[src/rtl/ring_arb_pkg.sv]
// ----------------------------------------------------------------------------
// ring_arb_pkg
// Shared types and helpers for the ring token arbiter.
//   arb_state_t   : arbiter FSM states (IDLE, GRANT, GAP)
//   onehot_to_idx : binary index of the set bit of a one-hot vector
//   rotl1         : rotate a one-hot vector left by one inside 'width' bits
// Helpers work on a fixed MAX_N-bit container so that any N_REQ up to MAX_N
// can use them; callers zero-extend on the way in and truncate on the way out.
// ----------------------------------------------------------------------------
package ring_arb_pkg;

    typedef enum logic [1:0] {
        IDLE  = 2'd0,
        GRANT = 2'd1,
        GAP   = 2'd2
    } arb_state_t;

    localparam int MAX_N     = 32;
    localparam int MAX_IDX_W = 5;

    // OR together the indices of all set bits; for a one-hot input this is
    // exactly the index of the single set bit, and zero for an all-zero input.
    function automatic logic [MAX_IDX_W-1:0] onehot_to_idx(input logic [MAX_N-1:0] vec);
        logic [MAX_IDX_W-1:0] idx;
        idx = {MAX_IDX_W{1'b0}};
        for (int i = 0; i < MAX_N; i++) begin
            if (vec[i]) begin
                idx = idx | MAX_IDX_W'(i);
            end else begin
                idx = idx;
            end
        end
        return idx;
    endfunction

    // Rotate left by one within the low 'width' bits: bit width-1 wraps to bit 0.
    // Bits at or above 'width' are always returned as zero.
    function automatic logic [MAX_N-1:0] rotl1(input logic [MAX_N-1:0] vec, input int width);
        logic [MAX_N-1:0] res;
        res = {MAX_N{1'b0}};
        for (int i = 1; i < MAX_N; i++) begin
            if (i < width) begin
                res[i] = vec[i-1];
            end else begin
                res[i] = 1'b0;
            end
        end
        res[0] = vec[width-1];
        return res;
    endfunction

endpackage

[src/rtl/ring_rr_pick.sv]
// ----------------------------------------------------------------------------
// ring_rr_pick
// Combinational circular priority picker. Starting at the position marked by
// the one-hot token and scanning upward with wrap, the first set request wins.
// Ports:
//   token  [N_REQ-1:0] in  : one-hot start position (highest priority)
//   req    [N_REQ-1:0] in  : request vector
//   winner [N_REQ-1:0] out : one-hot winner, zero when no request
//   found             out : at least one request present
// The request vector is doubled so a plain lowest-bit-first encoder over the
// doubled word performs the wrap-around scan: the lower copy is masked by the
// thermometer of the token (positions at or above the token), the upper copy
// is left open and supplies the wrapped positions below the token.
// ----------------------------------------------------------------------------
module ring_rr_pick
    import ring_arb_pkg::*;
#(
    parameter int N_REQ = 4
) (
    input  logic [N_REQ-1:0] token,
    input  logic [N_REQ-1:0] req,
    output logic [N_REQ-1:0] winner,
    output logic             found
);

    logic [N_REQ-1:0]   therm_s;
    logic [2*N_REQ-1:0] dbl_s;
    logic [2*N_REQ-1:0] masked_s;
    logic [2*N_REQ-1:0] first_s;

    // Thermometer mask, doubled-vector scan and lowest-set-bit isolation.
    always_comb begin
        // token - 1 sets every bit below the token; inverting keeps token and above.
        therm_s  = ~(token - {{(N_REQ-1){1'b0}}, 1'b1});
        dbl_s    = {req, req};
        masked_s = dbl_s & {{N_REQ{1'b1}}, therm_s};
        // x & -x isolates the lowest set bit, i.e. the first hit of the scan.
        first_s  = masked_s & (~masked_s + {{(2*N_REQ-1){1'b0}}, 1'b1});
        // Fold both halves back; at most one of them carries the single hit.
        winner   = first_s[N_REQ-1:0] | first_s[2*N_REQ-1:N_REQ];
        found    = |req;
    end

endmodule

[src/rtl/ring_token_arbiter.sv]
// ----------------------------------------------------------------------------
// ring_token_arbiter
// Round-robin arbiter sharing one resource among N_REQ requesters. A one-hot
// token rotates like a ring counter and marks the highest-priority requester.
// Each grant is registered, one-hot, and limited to MAX_HOLD cycles; every
// release is followed by one dead GAP cycle during which the token advances
// past the previous owner.
// Ports:
//   CK      in  1            : clock, rising edge
//   RST     in  1            : synchronous active-high reset
//   REQ     in  N_REQ        : level requests, held until done
//   GNT     out N_REQ        : registered one-hot grant or zero
//   GNT_IDX out clog2(N_REQ) : binary index of the owner, 0 with no grant
//   BUSY    out 1            : GNT is non-zero
//   PREEMPT out 1            : high in the GAP cycle after a hold-limit release
//   TOKEN   out N_REQ        : one-hot priority pointer
// ----------------------------------------------------------------------------
module ring_token_arbiter
    import ring_arb_pkg::*;
#(
    parameter int N_REQ    = 4,
    parameter int MAX_HOLD = 8
) (
    input  logic                     CK,
    input  logic                     RST,
    input  logic [N_REQ-1:0]         REQ,
    output logic [N_REQ-1:0]         GNT,
    output logic [$clog2(N_REQ)-1:0] GNT_IDX,
    output logic                     BUSY,
    output logic                     PREEMPT,
    output logic [N_REQ-1:0]         TOKEN
);

    localparam int IDX_W  = $clog2(N_REQ);
    localparam int HOLD_W = $clog2(MAX_HOLD + 1);

    arb_state_t         state_r;
    arb_state_t         state_n_s;
    logic [N_REQ-1:0]   gnt_r;
    logic [N_REQ-1:0]   gnt_n_s;
    logic [IDX_W-1:0]   gnt_idx_r;
    logic [IDX_W-1:0]   gnt_idx_n_s;
    logic               busy_r;
    logic               preempt_r;
    logic               preempt_n_s;
    logic [N_REQ-1:0]   token_r;
    logic [N_REQ-1:0]   token_n_s;
    logic [HOLD_W-1:0]  hold_r;
    logic [HOLD_W-1:0]  hold_n_s;

    logic [N_REQ-1:0]   winner_s;
    logic               found_s;
    logic               owner_req_s;
    logic               at_limit_s;

    ring_rr_pick #(
        .N_REQ (N_REQ)
    ) u_pick (
        .token  (token_r),
        .req    (REQ),
        .winner (winner_s),
        .found  (found_s)
    );

    // Owner status: is the current owner still requesting, and is its tenure used up.
    always_comb begin
        owner_req_s = |(gnt_r & REQ);
        at_limit_s  = (hold_r == HOLD_W'(MAX_HOLD));
    end

    // Next-state and next-output logic of the arbiter FSM.
    always_comb begin
        state_n_s   = state_r;
        gnt_n_s     = gnt_r;
        gnt_idx_n_s = gnt_idx_r;
        preempt_n_s = 1'b0;
        token_n_s   = token_r;
        hold_n_s    = hold_r;

        case (state_r)
            IDLE, GAP: begin
                if (found_s) begin
                    state_n_s   = GRANT;
                    gnt_n_s     = winner_s;
                    gnt_idx_n_s = IDX_W'(onehot_to_idx(MAX_N'(winner_s)));
                    hold_n_s    = HOLD_W'(1);
                end else begin
                    // Token stays put while nobody asks.
                    state_n_s   = IDLE;
                    gnt_n_s     = {N_REQ{1'b0}};
                    gnt_idx_n_s = {IDX_W{1'b0}};
                    hold_n_s    = {HOLD_W{1'b0}};
                end
            end

            GRANT: begin
                if (!owner_req_s || at_limit_s) begin
                    // A simultaneous drop and limit is a normal release, so
                    // PREEMPT only fires when the owner still wants the slot.
                    state_n_s   = GAP;
                    gnt_n_s     = {N_REQ{1'b0}};
                    gnt_idx_n_s = {IDX_W{1'b0}};
                    preempt_n_s = owner_req_s;
                    token_n_s   = N_REQ'(rotl1(MAX_N'(gnt_r), N_REQ));
                    hold_n_s    = {HOLD_W{1'b0}};
                end else begin
                    hold_n_s    = hold_r + HOLD_W'(1);
                end
            end

            default: begin
                state_n_s   = IDLE;
                gnt_n_s     = {N_REQ{1'b0}};
                gnt_idx_n_s = {IDX_W{1'b0}};
                token_n_s   = {{(N_REQ-1){1'b0}}, 1'b1};
                hold_n_s    = {HOLD_W{1'b0}};
            end
        endcase
    end

    // State, counter, token and output registers with synchronous reset.
    always_ff @(posedge CK) begin
        if (RST) begin
            state_r   <= IDLE;
            gnt_r     <= {N_REQ{1'b0}};
            gnt_idx_r <= {IDX_W{1'b0}};
            busy_r    <= 1'b0;
            preempt_r <= 1'b0;
            token_r   <= {{(N_REQ-1){1'b0}}, 1'b1};
            hold_r    <= {HOLD_W{1'b0}};
        end else begin
            state_r   <= state_n_s;
            gnt_r     <= gnt_n_s;
            gnt_idx_r <= gnt_idx_n_s;
            busy_r    <= |gnt_n_s;
            preempt_r <= preempt_n_s;
            token_r   <= token_n_s;
            hold_r    <= hold_n_s;
        end
    end

    assign GNT     = gnt_r;
    assign GNT_IDX = gnt_idx_r;
    assign BUSY    = busy_r;
    assign PREEMPT = preempt_r;
    assign TOKEN   = token_r;

endmodule

[config.mk]
export PLATFORM = sky130hd
export DESIGN_NAME = ring_token_arbiter
export DESIGN_NICKNAME = d
export VERILOG_FILES = /design/src/rtl/ring_arb_pkg.sv /design/src/rtl/ring_rr_pick.sv /design/src/rtl/ring_token_arbiter.sv
export SDC_FILE = /design/constraint.sdc
export NUM_CORES = 1
export LEC_CHECK = 0
export BUFFER_PORTS_ARGS = -buffer_cell sky130_fd_sc_hd__buf_2
export CORE_UTILIZATION = 30
export DETAILED_ROUTE_END_ITERATION = 10
export GPL_ROUTABILITY_DRIVEN = 0
export GPL_TIMING_DRIVEN = 1
export PLACE_DENSITY_LB_ADDON = 0.15
export SYNTH_ARGS = -nofsm -noshare
export SYNTH_HDL_FRONTEND = slang
export SYNTH_SLANG_ARGS = --single-unit
[constraint.sdc]
create_clock -name CK -period 4.3 [get_ports CK]
set_input_delay 0.86 -clock CK [delete_from_list [all_inputs] [get_ports CK]]
set_output_delay 0.86 -clock CK [all_outputs]
set_load 0.02 [all_outputs]
==> results.cfg <==
[critical_path]
worstPathRequired_ns = 4.52
endpoint_kind = flop
cp_max_fo = 9
cp-start-kind = flop
worst_ep_arrival_time_ns = 2.46
crit_type = flop to flop

[yosys]
synthMostInstantiatedCell = dfxtp_1
synthFlopType = dfxtp_1
synth-seq-cells = 18
synth_top_cell_by_area = dfxtp_1
synthArstFlopShare_pct = 0
synthTopCellsByArea = dfxtp_1 38%, a21oi_1 5.2%, nand2_1 4.7%
synthDistinctLibCells = 40
synth_nets = 121
synth_cells = 112
yosysWarnings = 0
synth_top_area_share_pct = 37.6
synth_common_cells = 18 x dfxtp_1, 12 x nand2_1, 10 x a21oi_1
syn_area_um2 = 958
synth_edf_count = 0
yosysSeqAreaShare_pct = 37.6
synth_area_per_cell_um2 = 8.56

[timing]
period_needed_ns = 2.23
setup_ws_ns = 2.07
maxSlewHeadroom_pct = 60.0
slew_violations = 0
setup_tns_ns = 0
period_share_pct = 52.0
tightest_slew_ns = 0.584
clock_skew_ns = 0.00802
final-setup-viol-count = 0
rsz0062_at_grt = false
hold_violations = 0
clock.fmax_ghz = 0.447
fin_hold_ws_ns = 0.468

[clock_network]
cts_made_buffers = 3
cts_resized = 0
cts_sinks = 18
cts_buffer_depth = 2
root_buffer = clkbuf_4
clk_pin_slew_ns = 0.11
htreeDepth = 1
ctsHoldBuffers = 0
cts_setup_buffers = 0
cts_tree = built
clk_latency_ns = 0.30

[job]
cap_violations = 0

[floorplanning]
start_util_pct = 31.4
fp.dieH_um = 58.5
dieArea_um2 = 3420
core_area_um2 = 3050
fp-row-count = 20
chipWidth_um = 58.5
num_io_pins = 18

[worst_hold_path]
hold_path.class = flop to flop

[placed_design]
port_buffers = 17
placed_cells = 171
place_ws_ns = 1.91
post_dp_cell_area_um2 = 1080

[power_and_ir_drop]
fin_total_pwr_mw = 0.471
power_density_nw_per_um2 = 421
ir_drop_mv = 0.253
power.leakage_nw = 0.427

[final_layout]
drive_gt1_share_pct = 19.8
final_util_pct = 36.7
final_cells = 175
nNetsFinal = 141
fin_area_um2 = 1120
syn_to_final_growth_pct = 16.8
diodes = 0

[route]
first_pass_iters = 4
wl_met2_um = 1020
wire_per_inst_um = 13.3
ant_nets = 0
drc = 0
drt_iter0_markers = 23
drt-vias-per-instance = 4.99
wirelength_met1_um = 1170
highest_layer = met4
wl_met3_um = 118
vias = 873
routed_wirelength_um = 2330

[global_route]
grt_usage_pct = 15.0
antenna_found_initial = 0
grt_pass1_vias = 779
gr-total-overflow = 0
grt_pass1_wl_um = 3860
grt_max_degree = 17

[outcome]
status = complete, no violations
## cells in the final DEF (no fill, tap or decap), types with 2 or more instances in the layout
cell type and n:
inv_1 7, nand3_1 4, clkbuf_4 3, a21oi_1 10, nor2_1 8, a41oi_1 3, buf_2 17, nor4b_1 2
o21ai_0 4, xnor2_1 2, a22oi_1 3, ha_1 3, nand2_1 12, nand2b_1 4, nand3b_1 3, dfxtp_1 18
a21o_1 4
## sequential cells by signal, summed over array words and instances (netlist names)
name,count
BUSY,1
GNT,4
PREEMPT,1
hold_r,4
TOKEN,4
GNT_IDX,2
state_r,2
## path summary, 6_finish.rpt
kind	startpoint	end	slack (ns)	cells past startpoint
worst max-delay path	TOKEN[0]	BUSY	2.07	7
worst min-delay path	GNT_IDX[1]	GNT_IDX[1]	0.47	2
worst max register to register	TOKEN[0]	BUSY	2.07	7
worst min register to register	GNT_IDX[1]	GNT_IDX[1]	0.47	2
## layout make-up
class | count | area, um2
well taps | 44 | 55.1
repair buffers | 17 | 85.1
clock buffers | 4 | 36.3
flip-flops and latches | 18 | 360
fillers | 345 | 1930
multi-input cells | 85 | 557
inverters | 7 | 26.3
## cell families after synthesis
logic type / count (synthesis) / share of synthesized area, %
DFF: 18 / 37.6
adders and majority gates: 3 / 3.92
and+or+nand+nor: 43 / 25.6
AOI/OAI and AO/OA: 36 / 25.9
buffers and inverters: 9 / 4.31
xor gates and xnor gates: 3 / 2.74
## power by group
part / internal [mW] / switching (mW) / total, mW
Clock: 0.0517 / 0.0550 / 0.107
Combinational: 0.0611 / 0.0847 / 0.146
Sequential: 0.187 / 0.0318 / 0.219
Total: 0.300 / 0.171 / 0.471
## critical path, cell delays in order, from the launching register on
cell       delay (ns)
dfxtp_1          0.49
inv_1            0.12
ha_1             0.25
xnor2_1          0.21
o211ai_1         0.13
a2111oi_0        0.53
nor2_1           0.18
a41oi_1          0.25
## per-layer routing
layer	vias to the layer above	track usage [%]
met5	-	0
met4	0	3.06
met3	2	4.84
met2	23	22.0
met1	399	21.4
li1	449	-
No activity file was read; power rests on OpenSTA's default activity.
